## src/rtl/roll_scheduler_pkg.sv

```systemverilog
// Purpose : shared constants and state encoding for the rolling 7-segment sequencer.
// Latency : n/a (declarations only).
// Backpressure: n/a.
//
// Contents: CODE_W (character code width), CODE_BLANK (code that lights no segment),
// DEF_NUM_DIGITS (default digit count), state_t (IDLE / RUN).
package roll_pkg;

   localparam int CODE_W         = 5;
   localparam int CODE_BLANK     = 0;
   localparam int DEF_NUM_DIGITS = 8;

   typedef enum logic {
      IDLE = 1'b0,
      RUN  = 1'b1
   } state_t;

endpackage

```

## src/rtl/roll_scheduler_tick_divider.sv

```systemverilog
// Purpose : modulo-DIV counter emitting a one-cycle strobe at terminal count.
// Latency : o_tick is combinational from the count; first tick DIV cycles after clear.
// Backpressure: none; i_en pauses counting, i_clr forces count to 0 and masks the tick.
//
// Ports: i_clk, i_rst (async, active-high), i_clr (sync clear), i_en (count enable),
//        o_tick (high for the one cycle the count sits at DIV-1 while enabled).
module tick_divider #(
   parameter int DIV = 2
) (
   input  logic i_clk,
   input  logic i_rst,
   input  logic i_clr,
   input  logic i_en,
   output logic o_tick
);

   localparam int            CW   = (DIV > 1) ? $clog2(DIV) : 1;
   localparam logic [CW-1:0] TERM = CW'(DIV - 1);

   logic [CW-1:0] r_cnt;

   // A clear in the same cycle as terminal count wins, so a restart never
   // sees a stale strobe from the previous run.
   assign o_tick = i_en && !i_clr && (r_cnt == TERM);

   always_ff @(posedge i_clk or posedge i_rst) begin
      if (i_rst) begin
         r_cnt <= '0;
      end else if (i_clr) begin
         r_cnt <= '0;
      end else if (i_en) begin
         r_cnt <= (r_cnt == TERM) ? '0 : r_cnt + 1'b1;
      end
   end

endmodule

```

## src/rtl/roll_scheduler.sv

```systemverilog
// Purpose : holds a message of character codes and time-multiplexes it onto the digits,
//           scrolling the visible window one character per scroll period.
// Latency : o_an/o_code are registered, updating one cycle after the digit/offset change.
// Backpressure: none; writes accepted every cycle, start/stop sampled every cycle.
//
// Ports: i_clk, i_rst (async active-high); i_wr_en/i_wr_addr/i_wr_data message writes;
//        i_msg_len (sampled on start); i_start, i_stop (stop wins);
//        o_code (code for enabled digit), o_an (active-low one-hot), o_busy (RUN),
//        o_wrap (one-cycle pulse when the scroll offset returns to 0).
module roll_scheduler #(
   parameter int NUM_DIGITS  = roll_pkg::DEF_NUM_DIGITS,
   parameter int MSG_DEPTH   = 32,
   parameter int REFRESH_DIV = 100000,
   parameter int SCROLL_DIV  = 50000000,
   parameter int CODE_W      = roll_pkg::CODE_W,
   localparam int AW         = $clog2(MSG_DEPTH),
   localparam int IW         = $clog2(NUM_DIGITS)
) (
   input  logic                  i_clk,
   input  logic                  i_rst,
   input  logic                  i_wr_en,
   input  logic [AW-1:0]         i_wr_addr,
   input  logic [CODE_W-1:0]     i_wr_data,
   input  logic [AW:0]           i_msg_len,
   input  logic                  i_start,
   input  logic                  i_stop,
   output logic [CODE_W-1:0]     o_code,
   output logic [NUM_DIGITS-1:0] o_an,
   output logic                  o_busy,
   output logic                  o_wrap
);

   import roll_pkg::*;

   localparam logic [CODE_W-1:0] BLANK      = CODE_W'(CODE_BLANK);
   localparam logic [AW:0]       LEN_DIGITS = (AW+1)'(NUM_DIGITS);
   localparam logic [AW:0]       LEN_MAX    = (AW+1)'(MSG_DEPTH);
   localparam logic [IW-1:0]     IDX_LAST   = IW'(NUM_DIGITS - 1);

   state_t              r_state;
   state_t              w_state_nxt;
   logic                w_restart;
   logic                w_start_ok;
   logic                w_div_clr;
   logic                w_run;
   logic                w_scroll_en;
   logic                w_ref_tick;
   logic                w_scr_tick;
   logic [AW:0]         r_len_q;
   logic [AW:0]         w_len_m1;
   logic [AW-1:0]       r_offset;
   logic [IW-1:0]       r_idx;
   logic                r_load;
   logic                r_wrap;
   logic [AW:0]         w_p;
   logic [AW:0]         w_p_mod;
   logic [AW-1:0]       w_rd_addr;
   logic [CODE_W-1:0]   w_sel_code;
   logic [CODE_W-1:0]   r_mem [MSG_DEPTH];

   // ---------------- control FSM ----------------
   always_ff @(posedge i_clk or posedge i_rst) begin
      if (i_rst) begin
         r_state <= IDLE;
      end else begin
         r_state <= w_state_nxt;
      end
   end

   always_comb begin
      w_state_nxt = r_state;
      w_restart   = 1'b0;
      w_start_ok  = i_start && (i_msg_len != '0) && (i_msg_len <= LEN_MAX);
      if (i_stop) begin
         w_state_nxt = IDLE;
      end else if (w_start_ok) begin
         // Covers both IDLE->RUN and restart while already running.
         w_state_nxt = RUN;
         w_restart   = 1'b1;
      end
   end

   assign w_run       = (r_state == RUN);
   assign w_div_clr   = w_restart || i_stop || !w_run;
   // Short messages fit on the display, so the window never scrolls.
   assign w_scroll_en = w_run && (r_len_q >= LEN_DIGITS);

   tick_divider #(.DIV(REFRESH_DIV)) u_ref_div (
      .i_clk  (i_clk),
      .i_rst  (i_rst),
      .i_clr  (w_div_clr),
      .i_en   (w_run),
      .o_tick (w_ref_tick)
   );

   tick_divider #(.DIV(SCROLL_DIV)) u_scr_div (
      .i_clk  (i_clk),
      .i_rst  (i_rst),
      .i_clr  (w_div_clr),
      .i_en   (w_scroll_en),
      .o_tick (w_scr_tick)
   );

   // ---------------- digit index / scroll offset ----------------
   assign w_len_m1 = r_len_q - 1'b1;

   always_ff @(posedge i_clk or posedge i_rst) begin
      if (i_rst) begin
         r_len_q  <= '0;
         r_offset <= '0;
         r_idx    <= '0;
         r_load   <= 1'b0;
         r_wrap   <= 1'b0;
      end else begin
         // Output registers reload only when idx or offset just moved, so a
         // write to the displayed address cannot change a digit mid-slot.
         r_load <= w_restart || w_ref_tick || w_scr_tick;
         r_wrap <= 1'b0;
         if (w_restart) begin
            r_len_q  <= i_msg_len;
            r_offset <= '0;
            r_idx    <= '0;
         end else begin
            if (w_ref_tick) begin
               r_idx <= (r_idx == IDX_LAST) ? '0 : r_idx + 1'b1;
            end
            if (w_scr_tick) begin
               if ({1'b0, r_offset} == w_len_m1) begin
                  r_offset <= '0;
                  r_wrap   <= 1'b1;
               end else begin
                  r_offset <= r_offset + 1'b1;
               end
            end
         end
      end
   end

   // ---------------- message buffer ----------------
   always_ff @(posedge i_clk) begin
      if (i_wr_en) begin
         r_mem[i_wr_addr] <= i_wr_data;
      end
   end

   // ---------------- character select ----------------
   always_comb begin
      w_p        = {1'b0, r_offset} + (AW+1)'(r_idx);
      w_p_mod    = w_p;
      w_rd_addr  = '0;
      w_sel_code = BLANK;
      if (r_len_q >= LEN_DIGITS) begin
         // offset < len and idx < NUM_DIGITS <= len, so one subtraction wraps p.
         if (w_p >= r_len_q) begin
            w_p_mod = w_p - r_len_q;
         end
         w_rd_addr  = AW'(w_p_mod);
         w_sel_code = r_mem[w_rd_addr];
      end else if ((AW+1)'(r_idx) < r_len_q) begin
         w_rd_addr  = AW'(r_idx);
         w_sel_code = r_mem[w_rd_addr];
      end
   end

   // ---------------- registered outputs ----------------
   always_ff @(posedge i_clk or posedge i_rst) begin
      if (i_rst) begin
         o_an   <= '1;
         o_code <= BLANK;
      end else if (w_state_nxt == IDLE) begin
         o_an   <= '1;
         o_code <= BLANK;
      end else if (r_load) begin
         o_an   <= ~(NUM_DIGITS'(1) << r_idx);
         o_code <= w_sel_code;
      end
   end

   assign o_busy = w_run;
   assign o_wrap = r_wrap;

endmodule
```

## config.mk

```make
export PLATFORM = sky130hd
export DESIGN_NAME = roll_scheduler
export DESIGN_NICKNAME = d
export VERILOG_FILES = /design/src/rtl/roll_scheduler_pkg.sv /design/src/rtl/roll_scheduler_tick_divider.sv /design/src/rtl/roll_scheduler.sv
export SDC_FILE = /design/constraint.sdc
export NUM_CORES = 1
export LEC_CHECK = 0
export BUFFER_PORTS_ARGS = -buffer_cell sky130_fd_sc_hd__buf_4
export CAP_MARGIN = 20
export CORE_AREA = 2 2 173 175
export CTS_CLUSTER_DIAMETER = 40
export DETAILED_ROUTE_END_ITERATION = 16
export DIE_AREA = 0 0 175 177
export HOLD_SLACK_MARGIN = 0.03
export PLACE_DENSITY = 0.65
export SLEW_MARGIN = 20
export SYNTH_ARGS = -nofsm -noshare
export SYNTH_HDL_FRONTEND = slang
export SYNTH_HIERARCHICAL = 1
export SYNTH_SLANG_ARGS = --single-unit
```

## constraint.sdc

```tcl
create_clock -name i_clk -period 8.18 [get_ports i_clk]
set_clock_uncertainty 0.05 [all_clocks]
set_input_delay 1.636 -clock i_clk [delete_from_list [all_inputs] [get_ports i_clk]]
set_output_delay 1.636 -clock i_clk [all_outputs]
set_load 0.01 [all_outputs]
```

==> reports/qor.yml, run 1 <==
rsz0062_at_grt: "false"
cp.required_ns: 8.58
grt_start_max_net_pins: 41
ys_seq_area_share_pct: 57.6
grt.busiest_layer: "met2"
cts_htree_levels: 1
netlist_instances: 974
finalHoldViolCount: 0
yosys_warnings: 6
drive_gt1_share_pct: 15.4
met1_usage_pct: 25.1
vdd_drop_max_uv: 190
critical-path-max-stage-delay_ns: 0.76
syn_avg_cell_area_sq_um: 11.8
maxSlewViolCount: 0
p_switching_uw: 699
synthFlopType: "edfxtp_1"
hold_path.class: "flip-flop to flip-flop"
fin_crit_ns: 5.69
finalNetCount: 1058
synth.most_common_cell: "edfxtp_1"
p_leak_uw: 0.00457
drc_errors: 0
synth_common_cells: "edfxtp_1, nor2_1, nand2_1"
clkTransAtPathRegs_ns: 0.06
arrival_ns: 6.10
start_kind: "flip-flop"
initial_core_util_pct: 39.4
syn2layout_area_growth_pct: 14.2
grtUsageTotal_pct: 17.7
cp_slowest_cell: "mux2i_4"
clk_path_buf_depth: 3
drt_iter0_markers: 801
path_max_fanout: 32
synth_area_leaders: "edfxtp_1, dfrtp_1, mux4_2, nor2_1, nand2_1"
ys_seq_elements: 233
worst_slew_pin_slew_ns: 1.02
use_met2_pct: 28.2
drtAntennaViolNets: 0
path_depth: 15
port_buffers: 35
synth_top_area_share_pct: 41.7
ctsResizeCount: 0
grt_overflow: 0
mappedNetlistArea_sq_mm: 0.0115
drt_wl_total_microns: 27300
dieArea_sq_mm: 0.0310
async_reset_ff_share_pct: 31.3
cp_num_buf_inv: 3
met3_usage_pct: 2.92
antenna_cells: 0
post_cts_buffers: 0
total_power_uw: 2820
final_util_pct: 45.0
powerDensity_mw_per_mm2: 214
pwr-share-seq_pct: 46.0
tns_ns: 0
insertion_delay_ns: 0.55
num_rows: 63
fp.coreArea_sq_mm: 0.0292
swShare_pct: 24.8
synth_top_cell_by_area: "edfxtp_1"
cts_tree: "done"
gp_congestion: 0.867
syn-num-nets: 1020
ioPinCount: 36
cts-root-buf: "clkbuf_16"
antenna_found_initial: 0
die_h_microns: 177
max_cap_violations: 0
grt_pass1_wl_microns: 43300
synth_cell_types: 75
max_freq_mhz: 176
fin_crit_sh_pct: 69.6
avgRoutedWirePerCell_microns: 19.1
clock_sinks: 233
dr.pass1.iters: 5
ff2ff_path_depth: 15
endpoint_kind: "flip-flop"
die_width_microns: 175
cts_hold_buffers: 0
status: "complete, no violations"
cts_made_buffers: 30
dpl.hpwl_microns: 18200
power_frac_comb_pct: 9.5
hold_depth: 1
share_clk_of_total_power_pct: 44.6
report.final.setup_viol: 0
critPathKind: "flip-flop to flip-flop"
grt_pass1_vias: 7811
cp_cell_sequence: "ha_1, fa_1, xnor2_1, inv_1, ha_1, nand4_2, o221ai_4, mux2i_4, buf_16, buf_4, mux2_2, o22a_1, o211ai_1, o31ai_1, or3_1"
internal_power_uw: 2120
path_common_cell: "ha_1"
synth_edf_count: 160
hold_ws_ns: 0.471
slew_headroom_pct: 32.3
vias: 8122
vias_per_cell: 5.70
cp_top_family: "adder cells"
[cell type report]
| class | instances | area [sq um] |
|---|---|---|
| Clock buffer | 33 | 762 |
| Clock inverter | 21 | 203 |
| Fill cell | 2639 | 16100 |
| Inverter | 29 | 109 |
| Multi-Input combinational cell | 672 | 4590 |
| Sequential cell | 233 | 6640 |
| Tap cell | 390 | 488 |
| Timing Repair Buffer | 46 | 373 |
[placed cells by master, fill, tap and decap left out, types with 11 or more instances in the layout]
cell type,n
edfxtp_1,160
nor2_1,116
nand2_1,86
dfrtp_1,65
nand3_1,50
buf_4,44
o21ai_0,43
clkbuf_16,30
inv_1,27
a21oi_1,24
mux4_2,23
ha_1,23
nand4_1,21
nor3_1,19
or3_1,16
a31oi_1,16
and2_1,14
nand3b_1,13
nor4_1,13
mux2_2,12
a211oi_1,11
[kinds of logic after synthesis]
group	count (synthesis)	synth area share [%]
AOI/OAI and AO/OA	179	10.6
xor gates and xnor gates	18	1.37
adders and majority gates	25	2.84
buffers and inverters	69	2.69
DFF	233	57.6
muxes	48	7.18
and+or+nand+nor	402	17.7
[sequential cells by signal, summed over array words and instances (netlist names)]
signal	count
r_mem	160
u_scr_div/r_cnt	26
u_ref_div/r_cnt	17
o_an	8
r_len_q	6
o_code	5
r_offset	5
r_idx	3
o_busy	1
o_wrap	1
r_load	1
[power groups by stage]
stage          Clock (uW)  Combinational (uW)  Sequential (uW)
2_1_floorplan           0                 178             1310
3_3_place_gp            0                 257             1320
3_5_place_dp            0                 264             1320
4_1_cts              1280                 266             1300
5_1_grt              1330                 291             1300
6_report             1260                 266             1300
[per-stage QoR]
| step | worst slack [ns] | instances | instance area [sq um] |
|---|---|---|---|
| 4_1_cts | 2.43 | 1423 | 13200 |
| 6_report | 2.49 | 1424 | 13200 |
| 3_5_place_dp | 2.42 | 1369 | 12200 |
| 5_1_grt | 2.00 | 1424 | 13200 |
| 3_3_place_gp | 2.28 | 1368 | 12200 |
| 2_1_floorplan | 3.93 | 974 | 11500 |
[path summary, 6_finish.rpt]
kind | start | to | slack, ns
max in group asynchronous | i_rst | u_ref_div/r_cnt[1] | 6.47
hold reg to reg | u_ref_div/r_cnt[15] | u_ref_div/r_cnt[15] | 0.47
min in group asynchronous | i_rst | u_scr_div/r_cnt[13] | 1.01
hold / removal | u_ref_div/r_cnt[15] | u_ref_div/r_cnt[15] | 0.47
setup reg to reg | r_idx[0] | o_code[3] | 2.49
setup / recovery | r_idx[0] | o_code[3] | 2.49
[per-layer routing]
layer,vias to the layer above,share of wire [%]
met2,277,47
met5,-,0
met4,0,2.3
met3,53,6.6
li1,3786,-
met1,4006,44
No activity file was read; power rests on OpenSTA's default activity.
==> inputs of run 2 (changes only) <==
--- a/config.mk
+++ b/config.mk
@@ -12,7 +12,7 @@
 export DETAILED_ROUTE_END_ITERATION = 16
 export DIE_AREA = 0 0 175 177
 export HOLD_SLACK_MARGIN = 0.03
-export PLACE_DENSITY = 0.65
+export PLACE_DENSITY = 0.67
 export SLEW_MARGIN = 20
 export SYNTH_ARGS = -nofsm -noshare
 export SYNTH_HDL_FRONTEND = slang
==> constraint.sdc (replaced) <==
create_clock -name i_clk -period 5.2 [get_ports i_clk]
set_clock_uncertainty 0.05 [all_clocks]
set_input_delay 1.04 -clock i_clk [delete_from_list [all_inputs] [get_ports i_clk]]
set_output_delay 1.04 -clock i_clk [all_outputs]
set_load 0.01 [all_outputs]
==> run 2 against run 1 <==
Effect of this change: clock power increased by 74%; count of clock-buffer cells in the layout increased by 8; largest power group is now clock; register-to-register slack got worse by 1.9 ns; global-route usage increased by 0.18 points; non-clock buffer count increased by 5; cell area increased by 1.0%; total power increased by 65%.
==> reports/qor.yml, run 2 (synthesized netlist as in run 1, its figures left out) <==
status: "complete, no violations"
hold_path.class: "flip-flop to flip-flop"
regMostFlops: "r_mem"
vias: 8135
clk_path_buf_depth: 3
cts_htree_levels: 2
fin_crit_ns: 4.66
dp_cells: 1375
antenna_cells: 0
vdd_drop_max_uv: 283
clkTransAtPathRegs_ns: 0.05
worst_slew_pin_slew_ns: 0.909
drive_gt1_share_pct: 16.2
maxSlewViolCount: 0
grt_pass1_vias: 7828
drtAntennaViolNets: 0
largestRegisters: "r_mem x160, u_scr_div/r_cnt x26, u_ref_div/r_cnt x17"
ctsResizeCount: 0
dr.pass1.iters: 5
start_kind: "flip-flop"
path_max_fanout: 17
grt_pass1_wl_microns: 43600
gp_congestion: 0.920
powerDensity_mw_per_mm2: 349
critPathKind: "flip-flop to flip-flop"
finalNetCount: 1067
antenna_found_initial: 0
mostFrequentLayoutCells: "edfxtp_1, nor2_1, nand2_1"
fp.coreArea_sq_mm: 0.0292
finalHoldViolCount: 0
tns_ns: 0
finalNonFillerCells: 1435
cts_hold_buffers: 0
die_width_microns: 175
stdcell_area_sq_mm: 0.0133
cts_tree: "done"
grt_start_max_net_pins: 41
max_freq_mhz: 214
fin_crit_sh_pct: 89.7
report.final.setup_viol: 0
cts_made_buffers: 34
vias_per_cell: 5.67
dieArea_sq_mm: 0.0310
arrival_ns: 4.99
max_cap_violations: 0
grt_overflow: 0
die_h_microns: 177
placed_area_sq_mm: 0.0122
avgRoutedWirePerCell_microns: 19.1
drc_errors: 0
port_buffers: 35
slew_headroom_pct: 39.1
insertion_delay_ns: 0.49
largest_reg_flops: 160
syn2layout_area_growth_pct: 15.4
initial_core_util_pct: 39.4
post_cts_buffers: 0
final_common_cell: "edfxtp_1"
p_leak_uw: 0.00467
num_rows: 63
cp.required_ns: 5.53
clock_sinks: 233
drt_wl_total_microns: 27400
ioPinCount: 36
cts-root-buf: "clkbuf_16"
endpoint_kind: "flip-flop"
grtUsageTotal_pct: 17.8
drt_iter0_markers: 873
dpl.hpwl_microns: 18100
rsz0062_at_grt: "false"
-- run 2: cell count changes in the layout (fill, tap and decap cells not counted), sizes merged --
| cell | change |
|---|---|
| clkinvlp | -3 |
| clkbuf | +8 |
| inv | +1 |
| buf | +5 |
| clkinv | +1 |
| bufinv | -1 |
-- run 2: worst paths after layout --
path,start,end,slack (ns),cells after the start
worst min-delay path,u_ref_div/r_cnt[15],u_ref_div/r_cnt[15],0.48,1
worst max register to register,r_offset[0],o_code[4],0.54,13
worst max-delay path,r_offset[0],o_code[4],0.54,13
max in group asynchronous,i_rst,u_ref_div/r_cnt[1],4.04,2
worst min register to register,u_ref_div/r_cnt[15],u_ref_div/r_cnt[15],0.48,1
min in group asynchronous,i_rst,u_scr_div/r_cnt[1],0.59,2
-- run 2: layout make-up --
type                    count  area [sq um]
flip-flops and latches    233          6640
multi-input cells         672          4590
well taps                 390           488
inverters                  29           109
fillers                  2625         15900
clock inverters            19           139
clock buffers              41           951
repair buffers             51           383
-- run 2: routing by layer --
metal	vias up	global-route usage (%)	part of all wire, %
met1	4010	26.0	46
met4	0	5.35	1.8
met3	38	3.16	6.3
met5	-	0	0
met2	283	27.3	46
li1	3804	-	-
-- run 2: power breakdown --
| part | leakage [uW] | switching (uW) | internal [uW] |
|---|---|---|---|
| clock | 0.000541 | 829 | 1360 |
| combinational | 0.00171 | 262 | 152 |
| sequential | 0.00242 | 23.1 | 2020 |
| total | 0.00467 | 1110 | 3520 |
-- run 2: critical path, cell delays in order, from the launching register on --
cell,delay (ns)
dfrtp_1,0.46
ha_1,0.25
fa_1,0.42
xnor2_1,0.43
inv_1,0.15
ha_1,0.47
nand4_2,0.17
o221ai_4,0.34
mux2i_4,0.27
buf_4,0.32
mux4_2,0.54
o22ai_1,0.20
nor3_1,0.12
or3_1,0.37
-- run 2: stage by stage --
stage               total power [uW]  worst slack (ns)  util (%)  hold slack [ns]
floorplan                       2350             0.953         -            0.409
global placement                2480             0.630      41.8            0.457
detailed placement              2480             0.558      41.8            0.463
CTS                             4670             0.563      45.5            0.469
global route                    4800             0.265      45.5            0.501
finish                          4640             0.536      45.5            0.482
==> inputs of run 3 (changes only) <==
--- a/config.mk
+++ b/config.mk
@@ -5,14 +5,17 @@
 export SDC_FILE = /design/constraint.sdc
 export NUM_CORES = 1
 export LEC_CHECK = 0
+export ABC_AREA = 1
 export BUFFER_PORTS_ARGS = -buffer_cell sky130_fd_sc_hd__buf_4
 export CAP_MARGIN = 20
-export CORE_AREA = 2 2 173 175
+export CELL_PAD_IN_SITES_DETAIL_PLACEMENT = 0
+export CELL_PAD_IN_SITES_GLOBAL_PLACEMENT = 2
+export CORE_AREA = 2 2 185 187
 export CTS_CLUSTER_DIAMETER = 40
 export DETAILED_ROUTE_END_ITERATION = 16
-export DIE_AREA = 0 0 175 177
+export DIE_AREA = 0 0 187 189
 export HOLD_SLACK_MARGIN = 0.03
-export PLACE_DENSITY = 0.67
+export PLACE_DENSITY = 0.85
 export SLEW_MARGIN = 20
 export SYNTH_ARGS = -nofsm -noshare
 export SYNTH_HDL_FRONTEND = slang
==> run 3 against run 2 <==
Effect of this change: hold slack got worse by 0.015 ns; global-route usage grew 0.12 points; critical path depth grew 6; cell count rose by 26%; count of clock-buffer cells in the layout is 7 higher; routed wire length up 14%; setup slack gained 0.36 ns; total power grew 14%; clock power grew 22%; cell area is 4.5% higher; sequential share of layout area shrank 2.2 points.
==> reports/qor.yml, run 3 <==
cts-root-buf: "clkbuf_16"
vias: 9182
maxSlewViolCount: 0
dpl.hpwl_microns: 20400
finalNetCount: 1370
total_power_uw: 5300
finalNonFillerCells: 1805
syn2layout_area_growth_pct: 17.1
finalHoldViolCount: 0
endpoint_kind: "flip-flop"
worst_slew_pin_slew_ns: 0.972
dr.pass1.iters: 5
critical-path-max-stage-delay_ns: 0.76
start_kind: "flip-flop"
path_max_fanout: 60
antenna_found_initial: 0
arrival_ns: 4.72
dieArea_sq_mm: 0.0353
slew_headroom_pct: 35.0
cts_made_buffers: 41
clock_sinks: 233
cp_num_buf_inv: 1
powerDensity_mw_per_mm2: 381
cts_tree: "done"
p_leak_uw: 0.00545
grt_start_max_net_pins: 61
cts_hold_buffers: 0
syn_avg_cell_area_sq_um: 9.27
critPathKind: "flip-flop to flip-flop"
synth_area_leaders: "edfxtp_1, dfrtp_1, nand2_1, nand3_1, inv_1"
multi_input_area_sq_mm: 0.00458
async_reset_ff_share_pct: 31.3
num_rows: 67
syn-num-nets: 1327
drtAntennaViolNets: 0
yosys_warnings: 6
max_freq_mhz: 232
clkTransAtPathRegs_ns: 0.05
grt_pass1_wl_microns: 49700
avgRoutedWirePerCell_microns: 17.3
cts_htree_levels: 2
post_cts_buffers: 0
grt_overflow: 0
drc_errors: 0
vdd_drop_max_uv: 250
final_common_cell: "nand2_1"
die_h_microns: 189
drive_gt1_share_pct: 13.6
report.final.setup_viol: 0
vias_per_cell: 5.09
largest_reg_flops: 160
rsz0062_at_grt: "false"
cp_cell_sequence: "ha_1, fa_1, a21oi_1, nor2_1, xor2_1, ha_1, nand2_1, inv_1, nand2_2, nand4_1, nand2_4, nand2_1, nand3_1, nand3_1, nand3_1, nand3_1, nand3_1, nand2_1, nand2_1"
largestRegisters: "r_mem x160, u_scr_div/r_cnt x26, u_ref_div/r_cnt x17"
regMostFlops: "r_mem"
netlist_instances: 1281
ioPinCount: 36
drt_iter0_markers: 686
mappedNetlistArea_sq_mm: 0.0119
dp_cells: 1729
mostFrequentLayoutCells: "nand2_1, nand3_1, edfxtp_1"
tns_ns: 0
synth_top_cell_by_area: "edfxtp_1"
antenna_cells: 0
final_util_pct: 41.8
seq_area_sq_mm: 0.00664
synth.most_common_cell: "nand2_1"
ys_seq_elements: 233
insertion_delay_ns: 0.55
status: "complete, no violations"
gp_congestion: 0.835
ctsResizeCount: 0
synth_top_area_share_pct: 40.4
port_buffers: 35
fp.coreArea_sq_mm: 0.0333
hold_path.class: "flip-flop to flip-flop"
synth_common_cells: "nand2_1, nand3_1, edfxtp_1"
cp.required_ns: 5.62
clk_path_buf_depth: 3
path_common_cell: "nand3_1"
drt_wl_total_microns: 31200
cp_top_family: "simple AND/OR/NAND/NOR gates"
grtUsageTotal_pct: 17.9
fin_crit_sh_pct: 82.7
synthFlopType: "edfxtp_1"
ys_seq_area_share_pct: 55.9
synth_cell_types: 42
synth_edf_count: 160
fin_crit_ns: 4.30
initial_core_util_pct: 35.7
nFillCells: 3287
grt_pass1_vias: 9001
max_cap_violations: 0
die_width_microns: 187
cp_slowest_cell: "nand2_4"
==> run 3: cell count changes in the layout (fill, tap and decap cells not counted), sizes merged, moves of 12 or more <==
| cell | before | now |
|---|---|---|
| nand2 | 86 | 359 |
| nand3 | 50 | 255 |
| or3 | 17 | 0 |
| nor4 | 13 | 1 |
| and2 | 14 | 0 |
| inv | 31 | 95 |
| xor2 | 8 | 24 |
| nand3b | 13 | 0 |
| mux2 | 12 | 0 |
| mux4 | 25 | 0 |
==> run 3: final cells by class <==
type,instances,area share [%]
well taps,448,4.03
repair buffers,50,2.79
flip-flops and latches,233,47.8
clock inverters,28,2.00
inverters,95,2.56
multi-input cells,903,32.9
clock buffers,48,7.95
==> run 3: power by group <==
group | switching [uW] | internal, uW
Clock | 943 | 1720
Sequential | 19.8 | 2020
Combinational | 409 | 183
Total | 1370 | 3930
==> run 3: per-stage QoR <==
stage	instance area [sq um]	hold slack (ns)	worst slack, ns
after floorplan	11900	0.425	2.10
after detailed placement	12500	0.460	0.954
after CTS	13900	0.468	0.936
final	13900	0.467	0.898
after global routing	13900	0.498	0.599
after global placement	12500	0.443	1.03
==> run 3: worst paths after layout <==
| check | start | endpoint | slack [ns] | cells past startpoint |
|---|---|---|---|---|
| setup reg to reg | r_offset[0] | o_code[1] | 0.90 | 19 |
| max in group asynchronous | i_rst | u_ref_div/r_cnt[16] | 4.03 | 2 |
| hold / removal | u_scr_div/r_cnt[1] | u_scr_div/r_cnt[1] | 0.47 | 2 |
| min in group asynchronous | i_rst | u_scr_div/r_cnt[2] | 0.56 | 2 |
| hold reg to reg | u_scr_div/r_cnt[1] | u_scr_div/r_cnt[1] | 0.47 | 2 |
| setup / recovery | r_offset[0] | o_code[1] | 0.90 | 19 |
==> run 3: kinds of logic after synthesis <==
kind of cell | share of synthesized area (%)
AOI/OAI and AO/OA | 5.25
adders and majority gates | 2.76
xor gates and xnor gates | 2.43
DFF | 55.9
buffers and inverters | 5.57
and+or+nand+nor | 28.1
==> run 3: routing by layer <==
metal | track usage (%) | vias up | routed length (microns)
met5 | 0 | - | 0
met1 | 23.9 | 4454 | 14300
met2 | 29.5 | 219 | 14800
met3 | 3.19 | 49 | 1380
met4 | 6.35 | 0 | 675
li1 | - | 4460 | -
==> run 3: tightest hold or removal path: stages, from the launching register on <==
cell and delay (ns):
dfrtp_1 0.37, nand2_1 0.06, nand2_1 0.05
